[src/rtl/j2k_hdr_pkg.sv]
// Shared constants for the JPEG2000 packet-header field path: FSM encoding,
// number-of-passes codeword prefixes/range bounds and the default Lblock.
package j2k_hdr_pkg;

    localparam int LBLOCK_INIT_DEF = 3;

    typedef enum logic [2:0] {
        ST_IDLE   = 3'd0,
        ST_CALC   = 3'd1,
        ST_INCL   = 3'd2,
        ST_PASSES = 3'd3,
        ST_ONES   = 3'd4,
        ST_ZERO   = 3'd5,
        ST_LEN    = 3'd6
    } hdr_state_e;

    localparam logic [15:0] PFX_NP2  = 16'h0002;
    localparam logic [15:0] PFX_NP3  = 16'h000C;
    localparam logic [15:0] PFX_NP6  = 16'h01E0;
    localparam logic [15:0] PFX_NP37 = 16'hFF80;

    localparam logic [7:0] NP_B2  = 8'd2;
    localparam logic [7:0] NP_B5  = 8'd5;
    localparam logic [7:0] NP_B36 = 8'd36;
    localparam logic [7:0] NP_MAX = 8'd164;

    typedef struct packed {
        logic [4:0]  cnt;
        logic [15:0] data;
    } pass_cw_t;

    // Number-of-passes codeword; only meaningful for np in 1..NP_MAX.
    function automatic pass_cw_t passes_code(input logic [7:0] np);
        pass_cw_t cw;
        cw.cnt  = 5'd1;
        cw.data = 16'h0000;
        if (np <= 8'd1) begin
            cw.cnt  = 5'd1;
            cw.data = 16'h0000;
        end else if (np == NP_B2) begin
            cw.cnt  = 5'd2;
            cw.data = PFX_NP2;
        end else if (np <= NP_B5) begin
            cw.cnt  = 5'd4;
            cw.data = PFX_NP3 | 16'(np - 8'd3);
        end else if (np <= NP_B36) begin
            cw.cnt  = 5'd9;
            cw.data = PFX_NP6 | 16'(np - 8'd6);
        end else begin
            cw.cnt  = 5'd16;
            cw.data = PFX_NP37 | 16'(np - 8'd37);
        end
        return cw;
    endfunction

endpackage

[src/rtl/cblk_hdr_field_gen_if.sv]
// Descriptor input and field-command output bus of cblk_hdr_field_gen.
// slave = the generator, master = the descriptor source / bit_assembler side.
interface cblk_hdr_field_gen_if #(
    parameter int BIT_CNT_W  = 6,
    parameter int HDR_DATA_W = 32,
    parameter int NP_W       = 8,
    parameter int LEN_W      = 16
) ();
    logic                  s_cblk_valid_i;
    logic                  s_cblk_ready_o;
    logic [NP_W-1:0]       s_cblk_np_i;
    logic [LEN_W-1:0]      s_cblk_len_i;
    logic                  s_cblk_last_i;
    logic                  valid_o;
    logic                  hdr_last_o;
    logic                  insert_zero_o;
    logic                  insert_ones_o;
    logic [BIT_CNT_W-1:0]  bit_cnt_o;
    logic [HDR_DATA_W-1:0] hdr_data_o;
    logic                  hdr_ready_i;
    logic                  err_o;

    modport master (
        output s_cblk_valid_i, s_cblk_np_i, s_cblk_len_i, s_cblk_last_i, hdr_ready_i,
        input  s_cblk_ready_o, valid_o, hdr_last_o, insert_zero_o, insert_ones_o,
               bit_cnt_o, hdr_data_o, err_o
    );

    modport slave (
        input  s_cblk_valid_i, s_cblk_np_i, s_cblk_len_i, s_cblk_last_i, hdr_ready_i,
        output s_cblk_ready_o, valid_o, hdr_last_o, insert_zero_o, insert_ones_o,
               bit_cnt_o, hdr_data_o, err_o
    );
endinterface

[src/rtl/hdr_msb_index.sv]
// Combinational priority encoder: index of the most significant set bit plus 1,
// 0 for an all-zero input.
module hdr_msb_index #(
    parameter int W  = 16,
    parameter int IW = $clog2(W + 1)
) (
    input  logic [W-1:0]  val,
    output logic [IW-1:0] idx
);
    always_comb begin
        idx = '0;
        for (int i = 0; i < W; i++) begin
            if (val[i]) idx = IW'(i + 1);
        end
    end
endmodule

[src/rtl/cblk_hdr_field_gen.sv]
// Per-code-block header field generator: number-of-passes codeword, Lblock comma
// code and length field. Optional macro CBLK_INCL_BIT_EN adds the inclusion bit.
module cblk_hdr_field_gen
    import j2k_hdr_pkg::*;
#(
    parameter int BIT_CNT_W   = 6,
    parameter int HDR_DATA_W  = 32,
    parameter int NP_W        = 8,
    parameter int LEN_W       = 16,
    parameter int LBLOCK_INIT = LBLOCK_INIT_DEF
) (
    input logic clk,
    input logic rst_n,
    cblk_hdr_field_gen_if.slave bus
);
    localparam int NP_IW  = $clog2(NP_W + 1);
    localparam int LEN_IW = $clog2(LEN_W + 1);

    hdr_state_e            state_q;
    logic [NP_W-1:0]       np_q;
    logic [LEN_W-1:0]      len_q;
    logic                  last_q;
    logic [7:0]            k_q;
    logic [7:0]            nbits_q;
`ifdef CBLK_INCL_BIT_EN
    logic                  incl_abort_q;
`endif

    logic                  ready_q, valid_q, hlast_q, zero_q, ones_q, err_q;
    logic [BIT_CNT_W-1:0]  cnt_q;
    logic [HDR_DATA_W-1:0] data_q;

    logic [NP_IW-1:0]      np_msb;
    logic [LEN_IW-1:0]     len_msb;
    logic [7:0]            flog2_c, base_c, bitlen_c, k_c;
    logic                  np_bad_c;
    pass_cw_t              pcw_c;
    logic [BIT_CNT_W-1:0]  pass_cnt_c;
    logic [HDR_DATA_W-1:0] pass_data_c;
    logic                  xfer;

    hdr_msb_index #(.W(NP_W))  u_np_msb  (.val(np_q),  .idx(np_msb));
    hdr_msb_index #(.W(LEN_W)) u_len_msb (.val(len_q), .idx(len_msb));

    // nbits = LBLOCK_INIT + k + flog2 reduces to max(bitlen, LBLOCK_INIT + flog2).
    always_comb begin
        flog2_c     = 8'(np_msb) - 8'd1;
        base_c      = 8'(LBLOCK_INIT) + flog2_c;
        bitlen_c    = 8'(len_msb);
        k_c         = (bitlen_c > base_c) ? (bitlen_c - base_c) : 8'd0;
        np_bad_c    = (np_q == '0) || (np_q > NP_W'(NP_MAX));
        pcw_c       = passes_code(8'(np_q));
        pass_cnt_c  = BIT_CNT_W'(pcw_c.cnt);
        pass_data_c = HDR_DATA_W'(pcw_c.data);
    end

    assign xfer = valid_q & bus.hdr_ready_i;

    always_ff @(posedge clk) begin
        if (!rst_n) begin
            state_q      <= ST_IDLE;
            np_q         <= '0;
            len_q        <= '0;
            last_q       <= 1'b0;
            k_q          <= '0;
            nbits_q      <= '0;
`ifdef CBLK_INCL_BIT_EN
            incl_abort_q <= 1'b0;
`endif
            ready_q      <= 1'b1;
            valid_q      <= 1'b0;
            hlast_q      <= 1'b0;
            zero_q       <= 1'b0;
            ones_q       <= 1'b0;
            err_q        <= 1'b0;
            cnt_q        <= '0;
            data_q       <= '0;
        end else begin
            err_q <= 1'b0;
            case (state_q)
                ST_IDLE: begin
                    if (bus.s_cblk_valid_i) begin
                        np_q    <= bus.s_cblk_np_i;
                        len_q   <= bus.s_cblk_len_i;
                        last_q  <= bus.s_cblk_last_i;
                        ready_q <= 1'b0;
                        state_q <= ST_CALC;
                    end
                end
                ST_CALC: begin
                    k_q     <= k_c;
                    nbits_q <= base_c + k_c;
                    if (np_bad_c) begin
                        err_q <= 1'b1;
`ifdef CBLK_INCL_BIT_EN
                        // np=0 still reports the block as not included.
                        if (np_q == '0) begin
                            valid_q      <= 1'b1;
                            cnt_q        <= BIT_CNT_W'(1);
                            data_q       <= '0;
                            hlast_q      <= last_q;
                            incl_abort_q <= 1'b1;
                            state_q      <= ST_INCL;
                        end else begin
                            ready_q <= 1'b1;
                            state_q <= ST_IDLE;
                        end
`else
                        ready_q <= 1'b1;
                        state_q <= ST_IDLE;
`endif
                    end else begin
                        valid_q <= 1'b1;
`ifdef CBLK_INCL_BIT_EN
                        cnt_q        <= BIT_CNT_W'(1);
                        data_q       <= HDR_DATA_W'(1);
                        incl_abort_q <= 1'b0;
                        state_q      <= ST_INCL;
`else
                        cnt_q   <= pass_cnt_c;
                        data_q  <= pass_data_c;
                        state_q <= ST_PASSES;
`endif
                    end
                end
`ifdef CBLK_INCL_BIT_EN
                ST_INCL: begin
                    if (xfer) begin
                        if (incl_abort_q) begin
                            valid_q <= 1'b0;
                            hlast_q <= 1'b0;
                            cnt_q   <= '0;
                            ready_q <= 1'b1;
                            state_q <= ST_IDLE;
                        end else begin
                            cnt_q   <= pass_cnt_c;
                            data_q  <= pass_data_c;
                            state_q <= ST_PASSES;
                        end
                    end
                end
`endif
                ST_PASSES: begin
                    if (xfer) begin
                        data_q <= '0;
                        if (k_q != 8'd0) begin
                            ones_q  <= 1'b1;
                            cnt_q   <= BIT_CNT_W'(k_q);
                            state_q <= ST_ONES;
                        end else begin
                            zero_q  <= 1'b1;
                            cnt_q   <= BIT_CNT_W'(1);
                            state_q <= ST_ZERO;
                        end
                    end
                end
                ST_ONES: begin
                    if (xfer) begin
                        ones_q  <= 1'b0;
                        zero_q  <= 1'b1;
                        cnt_q   <= BIT_CNT_W'(1);
                        state_q <= ST_ZERO;
                    end
                end
                ST_ZERO: begin
                    if (xfer) begin
                        zero_q  <= 1'b0;
                        cnt_q   <= BIT_CNT_W'(nbits_q);
                        data_q  <= HDR_DATA_W'(len_q);
                        hlast_q <= last_q;
                        state_q <= ST_LEN;
                    end
                end
                ST_LEN: begin
                    if (xfer) begin
                        valid_q <= 1'b0;
                        hlast_q <= 1'b0;
                        cnt_q   <= '0;
                        data_q  <= '0;
                        ready_q <= 1'b1;
                        state_q <= ST_IDLE;
                    end
                end
                default: begin
                    valid_q <= 1'b0;
                    hlast_q <= 1'b0;
                    zero_q  <= 1'b0;
                    ones_q  <= 1'b0;
                    ready_q <= 1'b1;
                    state_q <= ST_IDLE;
                end
            endcase
        end
    end

    assign bus.s_cblk_ready_o = ready_q;
    assign bus.valid_o        = valid_q;
    assign bus.hdr_last_o     = hlast_q;
    assign bus.insert_zero_o  = zero_q;
    assign bus.insert_ones_o  = ones_q;
    assign bus.bit_cnt_o      = cnt_q;
    assign bus.hdr_data_o     = data_q;
    assign bus.err_o          = err_q;

endmodule
[src/flat_wrapper.sv]
// flat-port wrapper written by rule: the top's interface ports become plain ports
module cblk_hdr_field_gen_flat import j2k_hdr_pkg::*;
#(
    parameter int BIT_CNT_W   = 6,
    parameter int HDR_DATA_W  = 32,
    parameter int NP_W        = 8,
    parameter int LEN_W       = 16,
    parameter int LBLOCK_INIT = LBLOCK_INIT_DEF
)
  (clk, rst_n, bus_s_cblk_valid_i, bus_s_cblk_np_i, bus_s_cblk_len_i, bus_s_cblk_last_i, bus_hdr_ready_i, bus_s_cblk_ready_o, bus_valid_o, bus_hdr_last_o, bus_insert_zero_o, bus_insert_ones_o, bus_bit_cnt_o, bus_hdr_data_o, bus_err_o);
  cblk_hdr_field_gen_if #(.BIT_CNT_W(BIT_CNT_W), .HDR_DATA_W(HDR_DATA_W), .NP_W(NP_W), .LEN_W(LEN_W)) bus_i ();
  input logic clk;
  input logic rst_n;
  input wire logic [$bits(bus_i.s_cblk_valid_i)-1:0] bus_s_cblk_valid_i;
  input wire logic [$bits(bus_i.s_cblk_np_i)-1:0] bus_s_cblk_np_i;
  input wire logic [$bits(bus_i.s_cblk_len_i)-1:0] bus_s_cblk_len_i;
  input wire logic [$bits(bus_i.s_cblk_last_i)-1:0] bus_s_cblk_last_i;
  input wire logic [$bits(bus_i.hdr_ready_i)-1:0] bus_hdr_ready_i;
  output wire logic [$bits(bus_i.s_cblk_ready_o)-1:0] bus_s_cblk_ready_o;
  output wire logic [$bits(bus_i.valid_o)-1:0] bus_valid_o;
  output wire logic [$bits(bus_i.hdr_last_o)-1:0] bus_hdr_last_o;
  output wire logic [$bits(bus_i.insert_zero_o)-1:0] bus_insert_zero_o;
  output wire logic [$bits(bus_i.insert_ones_o)-1:0] bus_insert_ones_o;
  output wire logic [$bits(bus_i.bit_cnt_o)-1:0] bus_bit_cnt_o;
  output wire logic [$bits(bus_i.hdr_data_o)-1:0] bus_hdr_data_o;
  output wire logic [$bits(bus_i.err_o)-1:0] bus_err_o;
  assign bus_i.s_cblk_valid_i = bus_s_cblk_valid_i;
  assign bus_i.s_cblk_np_i = bus_s_cblk_np_i;
  assign bus_i.s_cblk_len_i = bus_s_cblk_len_i;
  assign bus_i.s_cblk_last_i = bus_s_cblk_last_i;
  assign bus_i.hdr_ready_i = bus_hdr_ready_i;
  assign bus_s_cblk_ready_o = bus_i.s_cblk_ready_o;
  assign bus_valid_o = bus_i.valid_o;
  assign bus_hdr_last_o = bus_i.hdr_last_o;
  assign bus_insert_zero_o = bus_i.insert_zero_o;
  assign bus_insert_ones_o = bus_i.insert_ones_o;
  assign bus_bit_cnt_o = bus_i.bit_cnt_o;
  assign bus_hdr_data_o = bus_i.hdr_data_o;
  assign bus_err_o = bus_i.err_o;
  cblk_hdr_field_gen #(.BIT_CNT_W(BIT_CNT_W), .HDR_DATA_W(HDR_DATA_W), .NP_W(NP_W), .LEN_W(LEN_W), .LBLOCK_INIT(LBLOCK_INIT)) u_core (.clk(clk), .rst_n(rst_n), .bus(bus_i));
endmodule
[config.mk]
export PLATFORM = sky130hd
export DESIGN_NAME = cblk_hdr_field_gen_flat
export DESIGN_NICKNAME = d
export VERILOG_FILES = /design/src/rtl/j2k_hdr_pkg.sv /design/src/rtl/cblk_hdr_field_gen_if.sv /design/src/rtl/hdr_msb_index.sv /design/src/rtl/cblk_hdr_field_gen.sv /design/src/flat_wrapper.sv
export SDC_FILE = /design/constraint.sdc
export NUM_CORES = 1
export LEC_CHECK = 0
export CAP_MARGIN = 20
export CORE_MARGIN = 2
export CORE_UTILIZATION = 45
export CTS_BUF_LIST = sky130_fd_sc_hd__clkbuf_8
export CTS_CLUSTER_DIAMETER = 80
export DETAILED_ROUTE_END_ITERATION = 8
export PLACE_DENSITY = 0.73
export SETUP_SLACK_MARGIN = 0.2
export SYNTH_ARGS = -nofsm -noshare
export SYNTH_HDL_FRONTEND = slang
export SYNTH_SLANG_ARGS = --single-unit
[constraint.sdc]
create_clock -name clk -period 6.9 [get_ports clk]
set_input_delay 1.38 -clock clk [delete_from_list [all_inputs] [get_ports clk]]
set_output_delay 1.38 -clock clk [all_outputs]
set_load 0.005 [all_outputs]
# Word level (Yosys, flattened, before mapping)
# Index checks and enable logic that the tools add are counted.
# op_classes
n_addsub,7
order_cmp,5
eq_ne,16
muxes,64
n_bitwise,6
n_reduce_logical,22
# op_table
cell,count
32-bit two-way mux,3
32-bit case mux with 3 select lines,1
21-bit two-way mux,4
5-bit two-way mux,15
6-bit two-way mux,6
6-bit case mux with 5 select lines,1
4-bit two-way mux,7
3-bit case mux with 6 select lines,1
3-bit two-way mux,5
1-bit two-way mux,14
2-bit by 1-bit != test with 1-bit output (second input constant),7
4-bit AND reduction,3
4-bit OR reduction,3
5-bit AND reduction,2
3-bit == test (second input constant),3
1-bit case mux with 3 select lines,3
8-bit by 2-bit subtractor with 9-bit output (second input constant),1
8-bit by 3-bit subtractor with 9-bit output (second input constant),1
2-bit by 8-bit adder with 8-bit output (first input constant),1
8-bit by 2-bit == test with 1-bit output (second input constant),1
5-bit by 8-bit greater-than comparator with 1-bit output,1
8-bit greater-than comparator (second input constant),1
8-bit by 1-bit less-or-equal comparator with 1-bit output (second input constant),1
8-bit by 3-bit less-or-equal comparator with 1-bit output (second input constant),1
other kinds (24),34
# word_totals
reg_bits,86
wordCells,134

# Logic depth before layout (Yosys ltp)
# logic_depth
word_depth,19
ltp_mapped,26
ltp_nobuf,25

# Modules after synthesis
# A second synthesis with hierarchy kept.
# unflattened
hier_cells,551
hier_area_um2,4316.6
# by_module_without_submodules
module,n_inst,cells_each,area_each_um2,seq_area_each_um2
cblk_hdr_field_gen,1,512,4078.9,1381.3
hdr_msb_index (u_core.u_len_msb),1,27,162.7,0.0
hdr_msb_index (u_core.u_np_msb),1,12,75.1,0.0

# Worst setup path before layout
# No wires, ideal clock.
# synth_path
kind,reg2reg
from,register u_core.np_q[1]
to,register u_core.nbits_q[5]
setup_ns,0.116
arrival_ns,4.613
t_required_ns,6.784
setup_slack_ns,2.171
path_stages_with_launch,27
n_path_buf,1
synth_period_minus_slack_ns,4.729
cell_sequence,dfxtp_1 inv_1 ha_1 nor2_1 o311ai_4 nand2b_1 ha_1 xnor2_1 nand2b_1 a21boi_0 nor4_1 a21o_1 inv_1 ha_1 o21ai_0 a21boi_0 o221ai_2 nand2b_4 buf_6 a211oi_1 ha_1 o21ai_0 nand2b_1 a21bo_2 o21ai_0 nand4b_1 and3_1
# synth_via
elab_chain_len,12
# synth_lines
element,line_no,rtl
"start, declared",cblk_hdr_field_gen.sv:20,logic [NP_W-1:0] np_q;
"start signal, assigned",cblk_hdr_field_gen.sv:83,np_q <= bus.s_cblk_np_i;
4-bit two-way mux (*) (7 in a row),hdr_msb_index.sv:13,if (val[i]) idx = IW'(i + 1);
4-bit by 1-bit subtractor with 5-bit output (*),cblk_hdr_field_gen.sv:47,flog2_c = 8'(np_msb) - 8'd1;
2-bit by 8-bit adder with 8-bit output (*),cblk_hdr_field_gen.sv:48,base_c = 8'(LBLOCK_INIT) + flog2_c;
5-bit by 8-bit subtractor with 8-bit output / 5-bit by 8-bit greater-than comparator with 1-bit output (equally long branches),cblk_hdr_field_gen.sv:50,k_c = (bitlen_c > base_c) ? (bitlen_c - base_c) : 8'd0;
8-bit two-way mux (*),cblk_hdr_field_gen.sv:50,
via u_core.k_c[4],cblk_hdr_field_gen.sv:35,"logic [7:0] flog2_c, base_c, bitlen_c, k_c;"
6-bit adder (*),cblk_hdr_field_gen.sv:92,nbits_q <= base_c + k_c;
"end signal, assigned",cblk_hdr_field_gen.sv:92,
"end, declared",cblk_hdr_field_gen.sv:24,logic [7:0] nbits_q;
# The timed path passes the listed nets; every way through them passes the cells marked *.
# A chain may end at the register's enable or synchronous reset.

# Final worst setup path
# Same ends and word-level chain as after synthesis.

==> out/results.txt <==
Outcome: complete, no violations
Root Buffer: clkbuf_8
Asr flop ratio synth: 0
Max Freq: 0.185 GHz
Die W: 104 µm
Period utilization: 0.782
TNS Setup: 0 ns
DRC viols: 0
Final Hold Vio Count: 0
Hold_buf cts: 0
DRT Pass-1 Iters: 5
Largest cells by area after synthesis: dfxtp_1, nand2_1, ha_1
Sw frac: 0.384
# port buffers: 56
Initial antenna violation count: 0
Final worst slack: 1.50 ns
Max-cap violations: 0
Fin crit period: 5.40 ns
GPL Wtd Cong: 0.987
DIE HEIGHT: 104 µm
Ant. Diodes: 0
Pre-CTS setup slack: 1.56 ns
Synth warn: 0
Worst Tran Pin Value: 1.01 ns
Total power: 0.00161 W
Clock share of power: 0.240
Gr usage total: 0.212
Row count: 36
Ports: 73
Slew Viols, Final: 0
Hold Slack: 0.472 ns
Detailed Place HPWL: 8340 µm
CTS tree: done
Final wirelength: 11,300 µm
#FFs+latches synth: 70
Core area: 0.00973 mm²
Die area: 0.0108 mm²
CTS Sinks: 70
Mapped Cells: 575
Routed via count: 4,113
Commonest non-fill, non-tap cell in the layout: nand2_1
Seq/Total Area, Yosys: 0.313
Clock Path Buffers: 2
Clock skew: 0.0102 ns
Worst-path clk slew: 0.08 ns
Antenna viol nets, final: 0
Worst Path Required: 7.15 ns
PwrDens: 307 mW/mm²
EDFF count, synth: 0
Final nets: 663
Slew HR: 0.322
Most frequent cells in the layout: nand2_1, dfxtp_1, clkdlybuf4s50_1
Crit path DAT: 5.64 ns
Layout Area Growth over Synthesis: 16.9%
Mapped Area: 0.00448 mm²
Global-route wire length before repair: 19,100 µm
Layout cells sized above 1: 0.0520
RSZ-0062 raised after global routing: false
HP Class: register to register
H-Tree Level Count: 3
Worst setup SP type: register
Crit path capture type: register
Top cell type's share of synthesized area: 0.313
Post-DP Area: 0.00501 mm²
P_leak: 2.08 nW
CTS resizes: 0
Final instance area: 0.00524 mm²
Starting Density: 0.461
Worst-path maximum fanout: 11
TritonCTS Buffers: 9
Final setup vio count: 0
DR vias/cell: 5.50
Sequential power share: 0.315
P_sw: 0.000617 W
DRT iter0 DRCs: 211
Peak supply drop: 0.179 mV
Comb power frac: 0.445
Post-synth top flop: dfxtp_1
Yosys cell types: 66
Type of the worst setup path: register to register
GRT overflow: 0
Routed wire length per instance: 15.1 µm
Internal power: 0.000991 W
Synth area leader: dfxtp_1
Vias in the first global route: 4,008
Setup Fix Bufs, Post-CTS: 0
Mean Syn Cell Area: 7.80 µm²
Clock Latency Late Sink: 0.35 ns
Largest net degree at the start of global routing: 72
kinds of logic after synthesis:
family,after synthesis,synth area share
muxes,5,0.0114
other,1,0.000836
adders and majority gates,24,0.0703
and+or+nand+nor,218,0.231
xor gates and xnor gates,12,0.0234
DFF,70,0.313
buffers and inverters,68,0.0776
AOI/OAI and AO/OA,177,0.272
worst max-delay path, cell delays in order (launching register included):
cell	delay, ns
dfxtp_1	0.38
inv_1	0.18
ha_1	0.22
nor2_1	0.08
o311ai_4	0.38
nand2b_1	0.18
ha_1	0.30
xnor2_1	0.31
nand2b_1	0.16
a21boi_0	0.09
nor4_1	0.25
a21o_1	0.16
inv_1	0.06
ha_1	0.32
o21ai_0	0.12
a21boi_0	0.30
o221ai_2	0.19
nand2b_4	0.22
a211oi_1	0.35
ha_1	0.23
o21ai_0	0.08
nand2b_1	0.11
a21bo_2	0.25
o21ai_0	0.07
nand4b_1	0.11
and3_1	0.18
flip-flops by register name (all words and copies together) (netlist names):
| register | flops |
|---|---|
| u_core.bus.insert_ones_o | 1 |
| u_core.bus.err_o | 1 |
| u_core.np_q | 8 |
| u_core.len_q | 16 |
| u_core.bus.bit_cnt_o | 6 |
| u_core.state_q | 3 |
| u_core.bus.hdr_data_o | 16 |
| u_core.bus.s_cblk_ready_o | 1 |
| u_core.last_q | 1 |
| u_core.k_q | 8 |
| u_core.nbits_q | 6 |
| u_core.bus.hdr_last_o | 1 |
| u_core.bus.valid_o | 1 |
| u_core.bus.insert_zero_o | 1 |
stage by stage:
step                      instances  utilization
final                           748        0.539
after detailed placement        732        0.515
after global placement          732        0.515
after global routing            748        0.539
after CTS                       748        0.539
after floorplan                 590            -
power by group through the flow:
stage | clock network [W] | registers [W] | logic, W
floorplan | 0 | 0.000492 | 0.000541
global placement | 0 | 0.000513 | 0.000679
detailed placement | 0 | 0.000514 | 0.000704
CTS | 0.000394 | 0.000505 | 0.000707
global route | 0.000408 | 0.000513 | 0.000794
finish | 0.000387 | 0.000506 | 0.000715
final cells by class:
cell class / instances / area [µm²]
well taps: 133 / 166
repair buffers: 58 / 571
clock inverters: 5 / 81.3
inverters: 19 / 71.3
fillers: 927 / 4490
clock buffers: 11 / 151
flip-flops and latches: 70 / 1400
multi-input cells: 452 / 2800
synthesized netlist by cell type (7+ instances only):
cell      number
nand2b_1      13
inv_1         19
o211a_1        7
and3_1         8
a22oi_1        7
buf_4         17
a31oi_1        8
ha_1          22
a21oi_1       31
xnor2_1        8
clkbuf_1      24
nor2b_1       13
o21ai_0       42
nand3_1       14
a21boi_0      34
nand2_1      101
nor3_1         7
dfxtp_1       70
nor2_1        35
path summary, 6_finish.rpt:
kind | start | to | slack (ns) | cells past startpoint
hold / removal | u_core.k_q[7] | u_core.k_q[7] | 0.47 | 2
setup / recovery | u_core.np_q[1] | u_core.nbits_q[5] | 1.50 | 25
hold reg to reg | u_core.k_q[7] | u_core.k_q[7] | 0.47 | 2
setup reg to reg | u_core.np_q[1] | u_core.nbits_q[5] | 1.50 | 25
per-layer routing:
| metal | global-route usage | share of wire |
|---|---|---|
| met1 | 0.265 | 0.46 |
| met3 | 0.0453 | 0.050 |
| met4 | 0.0820 | 0.023 |
| met2 | 0.356 | 0.47 |
| met5 | 0 | 0 |
Power figures use the tool's default switching activity.
